--- src/rtl/unified_mem_arbiter.sv ---
// rtl/unified_mem_arbiter.sv - round-robin I/D arbiter for a shared single-port unified memory
module unified_mem_arbiter #(
   parameter int MEM_WORDS = 256
) (
   input  logic                         clk,
   input  logic                         rst_n,
   input  logic                         i_req_valid,
   input  logic [31:0]                  i_addr,
   output logic                         i_req_ready,
   output logic                         i_rsp_valid,
   output logic [31:0]                  i_rdata,
   input  logic                         d_req_valid,
   input  logic [31:0]                  d_addr,
   input  logic                         d_we,
   input  logic [3:0]                   d_be,
   input  logic [31:0]                  d_wdata,
   output logic                         d_req_ready,
   output logic                         d_rsp_valid,
   output logic [31:0]                  d_rdata,
   output logic                         mem_en,
   output logic [3:0]                   mem_we,
   output logic [$clog2(MEM_WORDS)-1:0] mem_addr,
   output logic [31:0]                  mem_wdata,
   input  logic [31:0]                  mem_rdata
);

   localparam int AW = $clog2(MEM_WORDS);
   // A byte address is in range exactly when it lies below the first byte past the last word.
   localparam logic [31:0] BYTE_LIMIT = 32'(MEM_WORDS * 4);

   typedef enum logic {
      ST_IDLE = 1'b0,
      ST_RESP = 1'b1
   } state_e;

   state_e      state_q, state_d;
   logic        owner_d_q, owner_d_d;   // 1: the in-flight access belongs to D
   logic        zero_q, zero_d;         // response data must read as 0 (store or out of range)
   logic        last_d_q, last_d_d;     // 1: D was served most recently

   logic        i_win, d_win;
   logic        accept_i, accept_d, accept;
   logic [31:0] sel_addr;
   logic        in_range;

   // Round-robin winner and accept decision; nothing is accepted in RESP or under reset
   always_comb begin
      i_win    = i_req_valid & (~d_req_valid | last_d_q);
      d_win    = d_req_valid & (~i_req_valid | ~last_d_q);
      accept_i = rst_n & (state_q == ST_IDLE) & i_win;
      accept_d = rst_n & (state_q == ST_IDLE) & d_win;
      accept   = accept_i | accept_d;
      sel_addr = accept_d ? d_addr : i_addr;
      in_range = (sel_addr < BYTE_LIMIT);
   end

   // Next-state, response bookkeeping and every output of the block
   always_comb begin
      state_d     = state_q;
      owner_d_d   = owner_d_q;
      zero_d      = zero_q;
      last_d_d    = last_d_q;
      i_req_ready = accept_i;
      d_req_ready = accept_d;
      i_rsp_valid = 1'b0;
      d_rsp_valid = 1'b0;
      i_rdata     = 32'h0;
      d_rdata     = 32'h0;
      mem_en      = 1'b0;
      mem_we      = 4'h0;
      mem_addr    = '0;
      mem_wdata   = 32'h0;
      case (state_q)
         ST_IDLE: begin
            if (accept) begin
               mem_addr  = sel_addr[AW+1:2];
               mem_wdata = d_wdata;
               mem_en    = in_range;
               if (accept_d && d_we && in_range) begin
                  mem_we = d_be;
               end
               state_d   = ST_RESP;
               owner_d_d = accept_d;
               zero_d    = ~in_range | (accept_d & d_we);
               last_d_d  = accept_d;
            end
         end
         ST_RESP: begin
            i_rsp_valid = ~owner_d_q;
            d_rsp_valid = owner_d_q;
            if (!zero_q) begin
               if (owner_d_q) begin
                  d_rdata = mem_rdata;
               end else begin
                  i_rdata = mem_rdata;
               end
            end
            state_d = ST_IDLE;
         end
         default: state_d = ST_IDLE;
      endcase
   end

   // State register; reset abandons any in-flight access and hands the first tie to I
   always_ff @(posedge clk or negedge rst_n) begin
      if (!rst_n) begin
         state_q   <= ST_IDLE;
         owner_d_q <= 1'b0;
         zero_q    <= 1'b0;
         last_d_q  <= 1'b1;
      end else begin
         state_q   <= state_d;
         owner_d_q <= owner_d_d;
         zero_q    <= zero_d;
         last_d_q  <= last_d_d;
      end
   end

endmodule

--- config.mk ---
export PLATFORM = sky130hd
export DESIGN_NAME = unified_mem_arbiter
export DESIGN_NICKNAME = d
export VERILOG_FILES = /design/src/rtl/unified_mem_arbiter.sv
export SDC_FILE = /design/constraint.sdc
export NUM_CORES = 1
export LEC_CHECK = 0
export ABC_AREA = 0
export BUFFER_PORTS_ARGS = -buffer_cell sky130_fd_sc_hd__buf_2
export CAP_MARGIN = 30
export CORE_AREA = 2 2 96 98
export DETAILED_ROUTE_END_ITERATION = 7
export DIE_AREA = 0 0 98 100
export REMOVE_ABC_BUFFERS = 1
export SYNTH_ARGS = -nofsm -noshare
export SYNTH_HDL_FRONTEND = slang
export SYNTH_SLANG_ARGS = --single-unit
--- constraint.sdc ---
create_clock -name clk -period 2.1 [get_ports clk]
set_clock_uncertainty 0.15 [all_clocks]
set_input_delay 0.315 -clock clk [delete_from_list [all_inputs] [get_ports clk]]
set_output_delay 0.315 -clock clk [all_outputs]
set_load 0.02 [all_outputs]
[Word level (Yosys, flattened, before mapping)]
Cells that the tools add are included.
Storage, ports and cells
  register bits: 4
  bits of input ports: 137
  output and inout bits: 113
  logic and storage cells: 44
Operators by class
  $lt $le $gt $ge: 1
  muxes and demuxes: 20
  bitwise operators: 16
  reduce and logical (&&, ||, !) cells: 3
Operator list (number)
  32-bit two-way mux: 9
  32-bit by 11-bit < comparator with 1-bit output, second input constant: 1
  8-bit two-way mux: 2
  4-bit two-way mux: 3
  1-bit AND: 6
  1-bit inverter: 6
  1-bit two-way mux: 5
  1-bit OR: 4
  1-bit logical AND: 2
  1-bit case mux with 2 select lines: 1
  2-bit AND reduction: 1

[Depth between registers and ports, before layout]
  word-level depth: 10
  gate-level depth with buffers: 5
  depth with buffers taken out: 5

[Least setup slack after synthesis]
No wires, ideal clock.
  path kind: register to output
  start: register last_d_q
  end: output port mem_en
  data arrival time: 1.345 ns
  data required time: 1.635 ns
  slack: 0.290 ns
  cell stages (with the launch flop): 6
  buffers on the path: 0
  cell sequence: dfstp_2 > nand2_1 > nand3_2 > clkinv_2 > nor3_2 > o21a_1
Between the ends
  longest elaborated chain between the ends: 8
  elaborated cells between the ends (all ways): 12
  those cells by class: order compare (1); mux (3); bitwise (8)
RTL lines
  from (decl): RTL line 39  | logic last_d_q, last_d_d;
  from (signal assigned): RTL line 115  | last_d_q <= last_d_d;
  1-bit inverter (*): RTL line 49  | d_win = d_req_valid & (~i_req_valid | ~last_d_q);
  1-bit OR (*): RTL line 49
  1-bit AND (*): RTL line 49
  1-bit AND (*): RTL line 51  | accept_d = rst_n & (state_q == ST_IDLE) & d_win;
  via d_req_ready: RTL line 17  | output logic d_req_ready,
  32-bit two-way mux: RTL line 53  | sel_addr = accept_d ? d_addr : i_addr;
  32-bit by 11-bit < comparator with 1-bit output: RTL line 54  | in_range = (sel_addr < BYTE_LIMIT);
  1-bit two-way mux (*): RTL line 75  | if (accept) begin
  1-bit two-way mux (*): RTL line 73  | case (state_q)
  to (decl): RTL line 20  | output logic mem_en,
The timed path passes the listed nets; every way through them passes the cells marked *.

[Worst setup path after layout]
  start: register state_q
  end: output port mem_en
Between the ends
  longest elaborated chain between the ends: 7
  elaborated cells between the ends (all ways): 9
  those cells by class: order compare (1); mux (3); bitwise (5)
RTL lines
  from (decl): RTL line 36  | state_e state_q, state_d;
  from (signal assigned): RTL line 112  | state_q <= state_d;
  1-bit inverter (no line)
  1-bit AND: RTL line 50, 51
  1-bit AND: RTL line 51
  32-bit two-way mux: RTL line 53
  32-bit by 11-bit < comparator with 1-bit output: RTL line 54
  1-bit two-way mux: RTL line 75
  1-bit two-way mux (*): RTL line 73
Mark *: on every way between the ends. The rest lies on a longest branch, timed or not.

==> qor.csv <==
metric,value,unit
clk slew on worst S/H paths,30,ps
DRT met1 WL,2.39,mm
total wire length,7.02,mm
setup TNS,0,ps
vias,2316,
peak supply drop,0.158,mV
Reg2Reg Depth,5,
clock period minus worst slack,2040,ps
first-pass GRT wire length,10.5,mm
placed insts,562,
Num CTS Buffers,3,
Via-to-Cell Ratio,4.06,
"Max stage delay cell, worst path",dfrtp_1,
worst skew pair latency,210,ps
hold path cells,2,
area share of the largest cell type after synthesis,20.8,%
Post-Layout Cell Count,571,
ANT cells,0,
core area,0.00889,mm^2
RR Endpoint,zero_q$_DFFE_PN0P_,
PD cells,340,mW/mm^2
R2R Path Start,state_q$_DFF_PN0_,
post-DP HPWL,6.36,mm
H-tree Lvls,1,
Tot GR Track Use,13.0,%
Chip Height,100,um
CTS max path bufs,2,
synth top area cells,"nor2_1 (21%), and2_1 (19%), nand2b_1 (17%)",
reg2reg setup slack,570,ps
iteration-0 DRC count of the detailed router,34,
Crit path arrival time,1570,ps
CP Launch Type,flop,
NumNets Final,598,
met3 routed WL,753,um
Die Width,98,um
Cells after Synth,215,
Slew headroom,72.8,%
Die ar.,0.00980,mm^2
wire length on met2,3.85,mm
Filler Cells Inserted,1035,
DRC viols,0,
most area-hungry cell type in the Yosys netlist,nor2_1,
Final Cycle Share,97.1,%
status,completed,
HP Start,i_req_valid,
YS warnings,0,
worst hold path class,in2reg,
Starting Density,13.4,%
fraction of layout instances using a drive strength above 1,58.9,%
Cell variety after synth,25,
buffer and inverter count on the worst path,2,
area grow syn2layout,125,%
"critical path, cell by cell",nor2b_4 -> nand3_4 -> buf_6 -> nor3_2 -> o21a_1 -> buf_4,
family with the most delay on the worst path,simple AND/OR/NAND/NOR gates,
CTS tree,yes,
max-cap check violation count,0,
GPL Wtd Cong,0.814,
Final Max Slew Viols,0,
part of the Yosys area used for sequential elements,8.51,%
Worst-Margin Slew,408,ps
worst-path fanout max,11,
CP Class,reg2out,
"FF+latch count, synth",4,
drt wl/cell,12.3,um
area of the multi-input gates,0.00103,mm^2
port bufs,245,
IO Count,250,
Syn Area/Cell,5.54,um^2
f_max,490,MHz
row count,35,
Leak,1.63,nW
largest net degree at the start of global routing,35,
Mapped Area,0.00119,mm^2
Final Total Pwr,0.910,mW
Worst EP required,1630,ps
Root Buffer,clkbuf_8,
setup violators final,0,
Top Metal Used,met4,
"Remaining Overflow, GRT",0,
CP peak stage delay,410,ps
Worst setup EP type,primary output,
vias in the first global route,2136,
initial antenna violation count,0,
first-pass detailed-route iteration total,4,
"Hold Violations, Final",0,
hold endpoint,last_d_q$_DFFE_PN1P_,
Detail Route Antenna Nets,0,
TritonCTS Sinks,4,
Register Area,103,um^2
-- worst max-delay path by stage --
stage                               from           end  depth (start not counted)  slack (ps)
floorplan              state_q$_DFF_PN0_  mem_wdata[0]                          4         160
CTS                 last_d_q$_DFFE_PN1P_        mem_en                          6         -10
finish                 state_q$_DFF_PN0_        mem_en                          6          60
global route           state_q$_DFF_PN0_        mem_en                          6         -20
global placement    last_d_q$_DFFE_PN1P_        mem_en                          6          40
detailed placement  last_d_q$_DFFE_PN1P_        mem_en                          6          40
-- layer usage --
metal | vias up | GRT usage (%)
li1 | 1168 | -
met1 | 994 | 13.8
met2 | 152 | 26.9
met3 | 2 | 2.58
met4 | 0 | 1.60
met5 | - | 0
-- kinds of logic (layout without fill, tap and decap cells) --
family	Yosys count	after routing	synth area share [%]
simple gates	176	176	77.3
compound gates	15	15	6.83
flops	4	4	8.51
buf+inv	20	265	7.35
-- registers in the layout, indices dropped and copies added, names as in the netlist --
register	count
last_d_q	1
zero_q	1
owner_d_q	1
state_q	1
-- area by class of cell --
class | instances | share of cell area, %
timing repair buffer | 255 | 50.0
multi-input combinational | 191 | 38.3
tap | 111 | 5.18
sequential | 4 | 3.83
clock buffer | 4 | 1.68
inverter | 6 | 1.03
-- synth_stat cells --
| master | n |
|---|---|
| clkinv_2 | 1 |
| buf_6 | 1 |
| nor2_1 | 66 |
| nand2b_1 | 32 |
| nand2_1 | 23 |
| and2_1 | 36 |
| clkbuf_1 | 10 |
| dfstp_2 | 1 |
| o31ai_1 | 1 |
| nor3_1 | 1 |
| o21ai_1 | 1 |
| buf_2 | 1 |
| nor4_1 | 7 |
| a21oi_1 | 10 |
| nand3_2 | 1 |
| o21a_1 | 1 |
| nor4_2 | 4 |
| nor2b_4 | 1 |
| nor3_2 | 2 |
| a31oi_1 | 1 |
| clkbuf_2 | 2 |
| nand4_1 | 3 |
| o21ai_0 | 1 |
| inv_1 | 5 |
| dfrtp_1 | 3 |
-- through the flow --
step	utilization [%]	hold slack (ps)	setup WS, ps	cell area [um^2]
final	30.2	151	61.2	2680
after detailed placement	28.6	-25.3	36.3	2540
after CTS	29.4	135	-14.6	2610
after floorplan	-	-131	161	1130
after global placement	28.6	-25.1	39.2	2540
after global routing	30.2	170	-21.8	2680
-- layout by cell type, fill, tap and decap left out, types with 2 or more instances in the layout --
master	count
buf_2	242
nor2_1	66
and2_1	36
nand2b_1	32
nand2_1	22
a21oi_1	9
buf_4	8
nor4_1	7
inv_1	5
nor4_2	4
nand4_1	3
clkbuf_8	3
nor3_2	2
dfrtp_1	2
buf_12	2
-- worst register-to-register path, cell delays in order (launching register included) --
cell	delay (ps)
dfrtp_1	410
nor2b_4	200
nand3_4	120
buf_6	160
nor4_1	270
o31ai_1	100
-- timing repair --
item                                    in CTS  in global routing
endpoints found under the setup margin       3                 33
gates cloned                                 0                  0
resized for setup                            3                  8
setup buffers                                0                  4
pin swaps                                    1                  3
hold endpoints to repair                     4                  0
hold buffers                                 1                  0
-- power breakdown --
part	total (mW)	leakage, nW	internal (mW)	switching, mW
combinational	0.617	1.57	0.268	0.349
clock	0.169	0.0228	0.130	0.0391
sequential	0.124	0.0453	0.0964	0.0279
Note: power is estimated with default switching activity, not from simulation.
